--- src/rtl/hcm_readout.sv ---
// rtl/hcm_readout.sv - HCM read-side sequencer: request credit control, tag pipe, decode, output FIFO
module hcm_readout #(
   parameter int ROWINDEXBITS_HCM = 10,
   parameter int NCOLS_HCM        = 11,
   parameter int MAXHITNBITS      = 3,
   parameter int ROWINDEXBITS_HIM = 8,
   parameter int HCM_READ_LATENCY = 3,
   parameter int FIFODEPTH        = 8
) (
   input  logic                        i_clk,
   input  logic                        i_reset,
   input  logic                        i_req_valid,
   input  logic [ROWINDEXBITS_HCM-1:0] i_req_row,
   input  logic                        i_req_last,
   output logic                        o_req_ready,
   input  logic                        i_hcm_write_row,
   input  logic                        i_hcm_read_ready,
   output logic                        o_read_row,
   output logic [ROWINDEXBITS_HCM-1:0] o_input_row_to_read,
   input  logic [ROWINDEXBITS_HCM-1:0] i_row_passed,
   input  logic [NCOLS_HCM-1:0]        i_row_read_output,
   output logic                        o_out_valid,
   input  logic                        i_out_ready,
   output logic [ROWINDEXBITS_HCM-1:0] o_out_row,
   output logic [ROWINDEXBITS_HIM-1:0] o_out_him_address,
   output logic [MAXHITNBITS-1:0]      o_out_nhits,
   output logic                        o_out_last,
   output logic                        o_done,
   output logic                        o_err_mismatch,
   output logic [15:0]                 o_dropped_count
);

   localparam int PIPE = HCM_READ_LATENCY + 1;
   localparam int AW   = $clog2(FIFODEPTH);
   localparam int CW   = AW + 1;
   localparam int RW   = ROWINDEXBITS_HCM + ROWINDEXBITS_HIM + MAXHITNBITS + 1;

   typedef enum logic [1:0] {S_IDLE, S_RUN, S_DRAIN} state_t;

   state_t                      r_state, w_state_next;
   logic [PIPE-1:0]             r_tag_vld;
   logic [PIPE-1:0]             r_tag_last;
   logic [ROWINDEXBITS_HCM-1:0] r_tag_row [PIPE];
   logic [CW-1:0]               r_inflight;
   logic [CW-1:0]               r_count;
   logic [AW-1:0]               r_wr_ptr, r_rd_ptr;
   logic [RW-1:0]               r_mem [FIFODEPTH];
   logic                        r_err;
   logic [15:0]                 r_dropped;

   logic                        w_accept, w_credit, w_cap, w_drop, w_push, w_pop, w_head_last;
   logic [ROWINDEXBITS_HCM-1:0] w_cap_row;
   logic [MAXHITNBITS-1:0]      w_nhits;
   logic [ROWINDEXBITS_HIM-1:0] w_addr;
   logic [RW-1:0]               w_head;

   // Credits cover both in-flight reads and buffered records, so the FIFO can never overflow.
   assign w_credit = ({1'b0, r_inflight} + {1'b0, r_count}) < (CW+1)'(FIFODEPTH);
   assign o_req_ready = !i_reset && (r_state != S_DRAIN) && i_hcm_read_ready
                        && !i_hcm_write_row && w_credit;
   assign w_accept = i_req_valid && o_req_ready;
   assign o_read_row = w_accept;
   assign o_input_row_to_read = i_req_row;

   assign w_cap     = r_tag_vld[PIPE-1];
   assign w_cap_row = r_tag_row[PIPE-1];
   assign w_nhits   = i_row_read_output[MAXHITNBITS-1:0];
   assign w_addr    = i_row_read_output[NCOLS_HCM-1:MAXHITNBITS];
   // Empty rows are dropped, but the event's last record always goes out so the consumer sees outLast.
   assign w_drop    = w_cap && (w_nhits == '0) && !r_tag_last[PIPE-1];
   assign w_push    = w_cap && !w_drop;
   assign w_pop     = (r_count != '0) && i_out_ready;

   assign w_head = r_mem[r_rd_ptr];
   assign {o_out_row, o_out_him_address, o_out_nhits, w_head_last} = w_head;
   assign o_out_valid = (r_count != '0);
   assign o_out_last  = o_out_valid && w_head_last;
   assign o_err_mismatch  = r_err;
   assign o_dropped_count = r_dropped;

   // Tag valid bits: the tag reaches the last stage in the cycle hcmpp presents the data.
   always_ff @(posedge i_clk) begin
      if (i_reset) begin
         r_tag_vld <= '0;
      end else begin
         r_tag_vld[0] <= w_accept;
         for (int i = 1; i < PIPE; i++) r_tag_vld[i] <= r_tag_vld[i-1];
      end
   end

   // Tag payload shift; meaningful only where the matching valid bit is set.
   always_ff @(posedge i_clk) begin
      r_tag_row[0]  <= i_req_row;
      r_tag_last[0] <= i_req_last;
      for (int i = 1; i < PIPE; i++) begin
         r_tag_row[i]  <= r_tag_row[i-1];
         r_tag_last[i] <= r_tag_last[i-1];
      end
   end

   // In-flight counter, FIFO pointers/occupancy, mismatch flag and drop counter.
   always_ff @(posedge i_clk) begin
      if (i_reset) begin
         r_inflight <= '0;
         r_count    <= '0;
         r_wr_ptr   <= '0;
         r_rd_ptr   <= '0;
         r_err      <= 1'b0;
         r_dropped  <= '0;
      end else begin
         case ({w_accept, w_cap})
            2'b10:   r_inflight <= r_inflight + CW'(1);
            2'b01:   r_inflight <= r_inflight - CW'(1);
            default: r_inflight <= r_inflight;
         endcase
         case ({w_push, w_pop})
            2'b10:   r_count <= r_count + CW'(1);
            2'b01:   r_count <= r_count - CW'(1);
            default: r_count <= r_count;
         endcase
         if (w_push) r_wr_ptr <= r_wr_ptr + AW'(1);
         if (w_pop)  r_rd_ptr <= r_rd_ptr + AW'(1);
         if (w_cap && (i_row_passed != w_cap_row)) r_err <= 1'b1;
         if (o_done) r_dropped <= '0;
         else if (w_drop && (r_dropped != 16'hFFFF)) r_dropped <= r_dropped + 16'd1;
      end
   end

   // FIFO storage; the record always carries the tag row, not the returned row.
   always_ff @(posedge i_clk) begin
      if (w_push) r_mem[r_wr_ptr] <= {w_cap_row, w_addr, w_nhits, r_tag_last[PIPE-1]};
   end

   // FSM state register.
   always_ff @(posedge i_clk) begin
      if (i_reset) r_state <= S_IDLE;
      else         r_state <= w_state_next;
   end

   // FSM next state and the drain-complete pulse.
   always_comb begin
      w_state_next = r_state;
      o_done       = 1'b0;
      case (r_state)
         S_IDLE: begin
            if (w_accept) w_state_next = i_req_last ? S_DRAIN : S_RUN;
         end
         S_RUN: begin
            if (w_accept && i_req_last) w_state_next = S_DRAIN;
         end
         S_DRAIN: begin
            if ((r_inflight == '0) && (r_count == '0)) begin
               w_state_next = S_IDLE;
               o_done       = !i_reset;
            end
         end
         default: w_state_next = S_IDLE;
      endcase
   end

endmodule

--- config.mk ---
export PLATFORM = sky130hd
export DESIGN_NAME = hcm_readout
export DESIGN_NICKNAME = d
export VERILOG_FILES = /design/src/rtl/hcm_readout.sv
export SDC_FILE = /design/constraint.sdc
export NUM_CORES = 1
export LEC_CHECK = 0
export CORE_ASPECT_RATIO = 0.75
export CORE_MARGIN = 8
export CORE_UTILIZATION = 59
export CTS_BUF_LIST = sky130_fd_sc_hd__clkbuf_8
export CTS_CLUSTER_SIZE = 8
export DETAILED_ROUTE_END_ITERATION = 8
export PLACE_DENSITY = 0.82
export REMOVE_ABC_BUFFERS = 1
export SKIP_LAST_GASP = 1
export SYNTH_ARGS = -nofsm -noshare
export SYNTH_HDL_FRONTEND = slang
export SYNTH_SLANG_ARGS = --single-unit
--- constraint.sdc ---
create_clock -name i_clk -period 4.3 [get_ports i_clk]
set_input_delay 0.645 -clock i_clk [delete_from_list [all_inputs] [get_ports i_clk]]
set_output_delay 0.645 -clock i_clk [all_outputs]
set_load 0.1 [all_outputs]
==> results of run 1 <==
==> cells in the final DEF, fill, tap and decap left out, drive strengths merged, types with 4 or more instances in the layout <==
cell	instances
o21ai	5
a21oi	20
clkbuf	44
clkdlybuf4s50	71
mux4	44
xor2	16
edfxtp	176
nand4	4
mux2	23
inv	37
or4	15
ha	12
mux2i	5
nand2	14
buf	36
nor2b	6
nor4	8
dfxtp	84
o31ai	9
nor3	5
nor2	32
nand3	13
==> layout make-up <==
type / instances / area, um2
sequential: 260 / 6969
clock buffer: 44 / 605.6
clock inverter: 28 / 112.6
fill: 982 / 4536
inverter: 12 / 45.04
timing repair buffer: 107 / 980.9
multi-input combinational: 260 / 2554
tap: 210 / 262.8
==> kinds of logic after synthesis <==
| group | count (synthesis) |
|---|---|
| AOI/OAI and AO/OA | 45 |
| xor gates and xnor gates | 17 |
| adders and majority gates | 14 |
| buffers and inverters | 47 |
| DFF | 260 |
| muxes | 72 |
| and+or+nand+nor | 112 |
==> registers in the layout, summed over array words and instances, names as in the netlist, named ones only <==
signal / cells
r_inflight: 4
o_err_mismatch: 1
r_tag_vld: 4
o_dropped_count: 16
r_count: 4
r_tag_row: 40
r_state: 2
r_rd_ptr: 3
r_mem: 176
r_tag_last: 4
r_wr_ptr: 3
==> report_power, final <==
group          switching (uW)  internal, uW  total [uW]  leakage [uW]
Sequential               20.1          2690        2710       0.00228
Combinational             103          60.2         163       0.00124
Clock                     863           936        1800      0.000451
Total                     986          3690        4670       0.00397
==> through the flow <==
stage               total power, uW  setup WS (ns)
floorplan                      2808       -0.08052
global placement               2920         0.6893
detailed placement             2927         0.5792
CTS                            4716         0.4780
global route                   4821         0.4323
finish                         4673         0.5598
==> metal layers <==
metal / global-route usage [%] / share of wire [%]
met3: 4.140 / 6.7
met1: 22.29 / 41
met5: 0 / 0
met2: 30.86 / 50
met4: 4.480 / 1.5
==> worst max-delay path by stage <==
stage	slack [ns]	to	from	cells after the start
4_1_cts	0.48	o_out_him_address[0]	register	4
5_1_grt	0.43	o_out_him_address[0]	register	4
3_3_place_gp	0.69	r_inflight[3]	i_hcm_write_row	10
3_5_place_dp	0.58	r_inflight[3]	i_hcm_write_row	10
2_1_floorplan	-0.08	o_out_last	register	3
6_report	0.56	o_out_him_address[0]	register	4
==> impl_metrics.py, run 1 <==
metrics = {
    "timing": {
        "finalSetupTns_ns": 0,
        "hold_ws_ns": 0.3197,
        "setup_viol": 0,
        "min_period_ns": 3.740,
        "finalHoldViolCount": 0,
        "slew_headroom_pct": 32.77,
        "skew_ns": 0.01223,
        "max_freq_ghz": 0.2674,
        "period_share_pct": 86.98,
        "worst_pin_slew_ns": 1.005,
        "final_max_slew_viol_count": 0,
        "rsz0062_at_grt": "no",
    },
    "die": {
        "die_w_um": 164.2,
        "core_um2": 16070,
        "ios": 91,
        "fp.dieH_um": 127.1,
        "initial_utilization_pct": 60.46,
        "die_area_um2": 20870,
        "rows": 40,
    },
    "global_route": {
        "grt_antenna_before_repair": 0,
        "grt_overflow_total": 0,
        "grt_pass1_wl_um": 28970,
        "grt_pass1_vias": 5425,
        "grt_use_total_pct": 17.83,
        "grt_start_max_net_pins": 28,
    },
    "critical_path": {
        "endpoint_kind": "primary output",
        "r2r_end": "r_inflight[3]",
        "crit_chain": "buf_4 -> mux4_2 -> mux2_2 -> clkdlybuf4s50_1",
        "critical_path_peak_fanout": 16,
        "r2r_start": "r_count[3]",
        "cp_slowest_cell": "clkdlybuf4s50_1",
        "rrSetupSlack_ns": 0.99,
        "r2r_cells": 10,
        "cp_num_buf_inv": 2,
        "worstSetupPathType": "reg -> out",
        "critical_path_arrival_ns": 3.10,
        "cp_slowest_stage_delay_ns": 0.97,
        "critPathLaunchType": "register",
        "cp_top_family": "buffers and inverters",
        "crit_required_ns": 3.65,
    },
    "clock_network": {
        "hold_buffers": 0,
        "cts_resized": 0,
        "numCtsBuffers": 40,
        "cts.clk_slew.worst_paths_ns": 0.06,
        "clock_latency_ns": 0.51,
        "cts-root-buf": "clkbuf_8",
        "cts.path.max_buffers": 3,
        "cts_setup_buffers": 0,
        "cts_sinks": 260,
        "cts_tree": "done",
        "cts_max_level": 2,
    },
    "cells_and_area": {
        "syn2layout_area_growth_pct": 18.70,
        "antenna_cells": 0,
        "fin_nets": 733,
        "fin_area_um2": 11530,
        "drive_gt1_share_pct": 22.93,
        "utilization_pct": 71.77,
        "layoutNonFillerInstCount": 921,
    },
    "synth": {
        "yosysTopAreaCell": "edfxtp_1",
        "synth_compound_area_share_pct": 2.937,
        "synth_area_leaders": "edfxtp_1 (54%), dfxtp_1 (17%), mux4_2 (10%)",
        "synth-xor-area-share_pct": 1.533,
        "async_flop_share_pct": 0,
        "synth-seq-cells": 260,
        "ys_seq_area_share_pct": 71.72,
        "synth_cells": 567,
        "synth.most_common_cell": "edfxtp_1",
        "netlist.area_leader.share_pct": 54.41,
        "synth_mux_area_share_pct": 13.38,
        "syn_area_um2": 9713,
        "synthSimpleGateAreaFrac_pct": 6.157,
        "synth_edf_count": 176,
        "ys_top_cells_by_count": "edfxtp_1 (176), dfxtp_1 (84), mux4_2 (44)",
        "synth_fa_ha_area_share_pct": 1.958,
        "ys_types": 46,
        "synthFlopType": "edfxtp_1",
        "avgSynthCellArea_um2": 17.13,
        "yosys_warnings": 0,
        "synth_top_family_by_area": "multiplexers",
    },
    "routing": {
        "drt-pass1-iter-count": 5,
        "wl_per_cell_um": 20.64,
        "ant_nets": 0,
        "drc": 0,
        "vias_per_cell": 5.840,
        "num_vias": 5379,
        "drtIter0Drc": 405,
        "wl_um": 19010,
    },
    "placed_design": {
        "portBuffers": 90,
        "detailed_place.area_um2": 10810,
        "place.gp.congestion": 0.8080,
        "hpwl_um": 12110,
        "dp_cells": 849,
    },
    "worst_hold_path": {
        "hold_depth": 0,
        "hp-class": "reg -> reg",
        "hold_start": "r_tag_row[0][4]",
        "whs_endpoint": "r_tag_row[1][4]",
    },
    "flow_run": {
        "cap_violations": 0,
    },
    "power": {
        "power_density_nw_per_um2": 405.3,
        "worst_ir_drop_vdd_mv": 0.2633,
        "p_leak_uw": 0.003969,
    },
    "status": {
        "status": "finished clean",
    },
}
Power figures use the tool's default switching activity.
==> run 2, diff against run 1 <==
--- a/config.mk
+++ b/config.mk
@@ -11,7 +11,7 @@
 export CTS_BUF_LIST = sky130_fd_sc_hd__clkbuf_8
 export CTS_CLUSTER_SIZE = 8
 export DETAILED_ROUTE_END_ITERATION = 8
-export PLACE_DENSITY = 0.82
+export PLACE_DENSITY_LB_ADDON = 0.25
 export REMOVE_ABC_BUFFERS = 1
 export SKIP_LAST_GASP = 1
 export SYNTH_ARGS = -nofsm -noshare
==> run 2 against run 1 <==
- count of clock-buffer cells in the layout is 1 higher
- combinational power about the same
- worst hold slack worse by 0.0029 ns
- critical path depth unchanged
- sequential power hardly changed
- core utilization grew 0.16 points
- via count down 0.67%
- non-clock buffer count is 3 higher
- fmax increased by 7.0%
- register-to-register slack is essentially flat
- critical endpoint is now o_out_nhits[2]
==> impl_metrics.py, run 2 (synthesized netlist as in run 1, its figures left out) <==
metrics = {
    "global_route": {
        "grt_overflow_total": 0,
        "grt_antenna_before_repair": 0,
        "grt_start_max_net_pins": 38,
        "grt_use_total_pct": 18.30,
        "grt_pass1_vias": 5585,
        "grt_pass1_wl_um": 29910,
    },
    "timing": {
        "final_max_slew_viol_count": 0,
        "skew_ns": 0.01307,
        "setup_viol": 0,
        "finalHoldViolCount": 0,
        "max_freq_ghz": 0.2861,
        "worst_pin_slew_ns": 1.001,
        "rsz0062_at_grt": "no",
        "slew_headroom_pct": 33.07,
        "period_share_pct": 81.29,
        "min_period_ns": 3.495,
    },
    "routing": {
        "ant_nets": 0,
        "wl_um": 18960,
        "drtIter0Drc": 382,
        "vias_per_cell": 5.776,
        "wl_per_cell_um": 20.50,
        "num_vias": 5343,
        "drt-pass1-iter-count": 5,
        "drc": 0,
    },
    "die": {
        "die_area_um2": 20870,
        "core_um2": 16070,
        "initial_utilization_pct": 60.46,
        "die_w_um": 164.2,
        "fp.dieH_um": 127.1,
        "ios": 91,
        "rows": 40,
    },
    "clock_network": {
        "hold_buffers": 0,
        "cts_sinks": 260,
        "cts.clk_slew.worst_paths_ns": 0.06,
        "cts_max_level": 2,
        "numCtsBuffers": 40,
        "cts_tree": "done",
        "cts_resized": 0,
        "cts.path.max_buffers": 3,
        "cts-root-buf": "clkbuf_8",
        "clock_latency_ns": 0.51,
        "cts_setup_buffers": 0,
    },
    "worst_hold_path": {
        "hp-class": "reg -> reg",
        "whs_endpoint": "r_tag_row[1][9]",
        "hold_start": "r_tag_row[0][9]",
        "hold_depth": 0,
    },
    "critical_path": {
        "rrSetupSlack_ns": 0.99,
        "critical_path_arrival_ns": 2.85,
        "r2r_start": "r_inflight[3]",
        "r2r_end": "r_inflight[3]",
        "r2r_cells": 10,
        "critPathLaunchType": "register",
        "endpoint_kind": "primary output",
        "worstSetupPathType": "reg -> out",
        "crit_required_ns": 3.65,
        "critical_path_peak_fanout": 37,
    },
    "flow_run": {
        "cap_violations": 0,
    },
    "cells_and_area": {
        "antenna_cells": 0,
        "fin_nets": 736,
        "fill_cells": 984,
        "drive_gt1_share_pct": 23.92,
        "final_common_cell": "edfxtp_1",
        "utilization_pct": 71.93,
        "syn2layout_area_growth_pct": 18.97,
        "final_cell_mix": "edfxtp_1 (176), dfxtp_1 (82), clkdlybuf4s50_1 (67)",
        "largest_register_ffs": 176,
        "regMostFlops": "r_mem",
    },
    "placed_design": {
        "place.gp.congestion": 0.7875,
        "hpwl_um": 11940,
        "portBuffers": 90,
    },
    "power": {
        "p_leak_uw": 0.003996,
        "power_density_nw_per_um2": 406.5,
        "power_uw": 4697,
        "worst_ir_drop_vdd_mv": 0.3243,
    },
    "status": {
        "status": "finished clean",
    },
}
[run 2: how the worst max path moves through the flow]
stage,startpoint,to,cells past startpoint
floorplan,register,o_out_last,3
global placement,i_hcm_write_row,r_inflight[3],10
detailed placement,i_hcm_write_row,r_inflight[3],10
CTS,register,o_out_last,5
global route,register,o_out_last,5
finish,register,o_out_nhits[2],4
[run 2: stage by stage]
stage          setup WS, ns  cell area [um2]   TNS, ns  hold WS (ns)  instances
4_1_cts              0.6854            11560         0        0.3214        925
3_5_place_dp         0.5708            10820         0        0.3121        852
5_1_grt              0.5894            11560         0        0.3282        925
6_report             0.8047            11560         0        0.3168        925
2_1_floorplan      -0.08052             9534  -0.08052        0.3096        532
3_3_place_gp         0.6776            10820         0        0.3098        852
[run 2: critical path, cell delays in order (launching register included)]
cell,delay (ns)
dfxtp_2,0.50
buf_4,0.67
mux4_2,0.60
mux2_2,0.31
buf_4,0.24
[run 2: layout make-up]
class | count | area (um2) | share of cell area (%)
Clock buffer | 45 | 619.3 | 5.359
Clock inverter | 28 | 112.6 | 0.9744
Inverter | 12 | 45.04 | 0.3898
Multi-Input combinational cell | 260 | 2554 | 22.10
Sequential cell | 260 | 6969 | 60.31
Tap cell | 210 | 262.8 | 2.274
Timing Repair Buffer | 110 | 993.5 | 8.597
[run 2: layer usage]
metal	up-vias	track usage, %	share of wire (%)
li1	2445	-	-
met5	-	0	0
met4	0	6.027	2.0
met2	192	29.65	49
met3	36	4.365	6.6
met1	2670	24.03	43
[run 2: power by group]
group	internal [uW]	leakage, uW	total, uW	switching (uW)
Clock	955	0.000459	1820	869
Combinational	59.8	0.00126	163	103
Sequential	2690	0.00228	2710	19.5
Total	3710	0.00400	4700	992
==> run 3, diff against run 2 <==
--- a/config.mk
+++ b/config.mk
@@ -7,7 +7,7 @@
 export LEC_CHECK = 0
 export CORE_ASPECT_RATIO = 0.75
 export CORE_MARGIN = 8
-export CORE_UTILIZATION = 59
+export CORE_UTILIZATION = 53
 export CTS_BUF_LIST = sky130_fd_sc_hd__clkbuf_8
 export CTS_CLUSTER_SIZE = 8
 export DETAILED_ROUTE_END_ITERATION = 8
==> constraint.sdc (replaced) <==
create_clock -name i_clk -period 2.89 [get_ports i_clk]
set_input_delay 0.4335 -clock i_clk [delete_from_list [all_inputs] [get_ports i_clk]]
set_output_delay 0.4335 -clock i_clk [all_outputs]
set_load 0.1 [all_outputs]
==> run 3 against run 2 <==
- the flow now finishes with violations (setup timing)
- non-clock buffer count rose by 31
- routed wire length grew 3.2%
- first-iteration DRC count is 18% higher
- worst setup slack worse by 0.92 ns
- highest routed layer unchanged
==> impl_metrics.py, run 3 (synthesized netlist as in run 1, its figures left out) <==
metrics = {
    "placed_design": {
        "pre_cts_ws_ns": -0.6753,
        "place.gp.congestion": 0.7789,
        "portBuffers": 90,
        "hpwl_um": 11570,
    },
    "status": {
        "violations": "setup timing",
        "status": "complete, but fails checks",
    },
    "global_route": {
        "grt_pass1_wl_um": 31440,
        "grt_antenna_before_repair": 0,
        "grt_overflow_total": 0,
        "grt_start_max_net_pins": 45,
        "grt_use_total_pct": 17.48,
        "grt_pass1_vias": 5835,
    },
    "cells_and_area": {
        "final_cell_mix": "edfxtp_1 (176), dfxtp_1 (79), buf_4 (71)",
        "regMostFlops": "r_mem",
        "largest_register_ffs": 176,
        "final_common_cell": "edfxtp_1",
        "antenna_cells": 0,
        "fin_nets": 768,
        "fill_cells": 1190,
        "syn2layout_area_growth_pct": 26.42,
        "drive_gt1_share_pct": 33.69,
    },
    "worst_hold_path": {
        "hold_depth": 0,
        "hp-class": "reg -> reg",
    },
    "routing": {
        "wl_per_cell_um": 19.79,
        "drtIter0Drc": 450,
        "num_vias": 5463,
        "drc": 0,
        "drt-pass1-iter-count": 5,
        "ant_nets": 0,
        "wl_um": 19580,
        "vias_per_cell": 5.524,
    },
    "critical_path": {
        "critical_path_arrival_ns": 3.41,
        "worstSetupPathType": "reg -> reg",
        "crit_start": "r_count[3]",
        "crit_top_cell": "ha_4",
        "cp_slowest_stage_delay_ns": 0.54,
        "cp-endpoint": "r_inflight[3]",
        "endpoint_kind": "register",
        "r2r_cells": 10,
        "cp_top_family": "simple AND/OR/NAND/NOR gates",
        "r2r_start": "r_count[3]",
        "critical_path_peak_fanout": 2,
        "crit_chain": "ha_4 -> or4_4 -> nor4_4 -> nand2_1 -> ha_2 -> ha_4 -> a21o_1 -> a21oi_2 -> mux2i_1 -> mux2_2",
        "crit_required_ns": 3.30,
        "worst-path-stages": 10,
        "cp_slowest_cell": "or4_4",
        "cp_num_buf_inv": 0,
        "critPathLaunchType": "register",
        "r2r_end": "r_inflight[3]",
        "rrSetupSlack_ns": -0.11,
    },
    "timing": {
        "max_freq_ghz": 0.3332,
        "min_period_ns": 3.001,
        "hold_ws_ns": 0.3191,
        "setup_viol": 1,
        "worst_pin_slew_ns": 0.5657,
        "period_share_pct": 103.8,
        "slew_headroom_pct": 62.00,
        "rsz0062_at_grt": "yes",
        "finalWorstSetupSlack_ns": -0.1109,
        "finalHoldViolCount": 0,
        "skew_ns": 0.01529,
        "final_max_slew_viol_count": 0,
        "finalSetupTns_ns": -0.1109,
    },
    "clock_network": {
        "numCtsBuffers": 41,
        "cts_tree": "done",
        "cts.path.max_buffers": 3,
        "hold_buffers": 0,
        "cts_sinks": 260,
        "cts.clk_slew.worst_paths_ns": 0.07,
        "cts_max_level": 2,
        "cts-root-buf": "clkbuf_8",
        "clock_latency_ns": 0.52,
    },
    "die": {
        "ios": 91,
        "fp.dieH_um": 133.2,
        "initial_utilization_pct": 53.26,
        "die_area_um2": 22960,
        "rows": 43,
        "die_w_um": 172.3,
        "core_um2": 18240,
    },
    "power": {
        "comb_power_share_pct": 3.8,
        "worst_ir_drop_vdd_mv": 0.4430,
        "switching_share_pct": 21.43,
        "power_uw": 7084,
        "pwr-share-seq_pct": 56.9,
        "intPower_uw": 5565,
        "power_density_nw_per_um2": 576.9,
        "p_leak_uw": 0.004306,
        "power_frac_clock_pct": 39.3,
        "p_switching_uw": 1518,
    },
    "flow_run": {
        "cap_violations": 0,
    },
}
==> run 3: how the worst min path moves through the flow <==
stage	from	to	slack, ns
floorplan	r_tag_last[0]	r_tag_last[1]	0.31
detailed placement	r_tag_last[0]	r_tag_last[1]	0.31
CTS	r_tag_row[2][0]	r_tag_row[3][0]	0.32
global placement	r_tag_row[0][4]	r_tag_row[1][4]	0.31
finish	r_tag_row[0][5]	r_tag_row[1][5]	0.32
global route	r_tag_row[1][4]	r_tag_row[2][4]	0.33
==> run 3: worst reg2reg max path, delay by kind of cell (launching register included) <==
kind | cells | cell delay (ns)
muxes | 2 | 0.59
adders and majority gates | 3 | 0.60
AOI/OAI and AO/OA | 2 | 0.37
and+or+nand+nor | 3 | 0.97
DFF | 1 | 0.36
==> run 3: per-stage QoR <==
step / utilization (%) / cells / cell area, um2
4_1_cts: 67.06 / 991 / 12230
2_1_floorplan: - / 532 / 9534
5_1_grt: 67.33 / 989 / 12280
6_report: 67.33 / 989 / 12280
3_5_place_dp: 62.15 / 906 / 11340
3_3_place_gp: 62.15 / 906 / 11340
==> run 3: power groups by stage <==
| stage | sequential, uW | combinational, uW | clock (uW) |
|---|---|---|---|
| global route | 4030 | 285 | 3030 |
| floorplan | 4100 | 74.6 | 0 |
| detailed placement | 4110 | 258 | 0 |
| finish | 4030 | 270 | 2780 |
| global placement | 4110 | 253 | 0 |
| CTS | 4030 | 269 | 2860 |
==> run 3: layout make-up <==
cell class                 count  area (um2)  area share (%)
sequential                   260        6975           56.81
multi-input combinational    260        2641           21.51
timing repair buffer         141        1572           12.80
clock buffer                  46       633.1           5.156
tap                          247       309.0           2.517
clock inverter                23       103.9          0.8457
inverter                      12       45.04          0.3668
==> run 3: layer usage <==
layer  wire [um]  vias up  global-route usage (%)
met2        9249      183                   27.35
li1            -     2502                       -
met5           0        -                       0
met1        8798     2738                   23.97
met3        1082       40                   3.636
met4         444        0                   6.116
==> run 3: repair_timing <==
action | in CTS | in global routing
gates resized for setup | 6 | 15
endpoints found under the setup margin | 2 | 7
pin swaps | 4 | 4
buffers inserted | 16 | 1
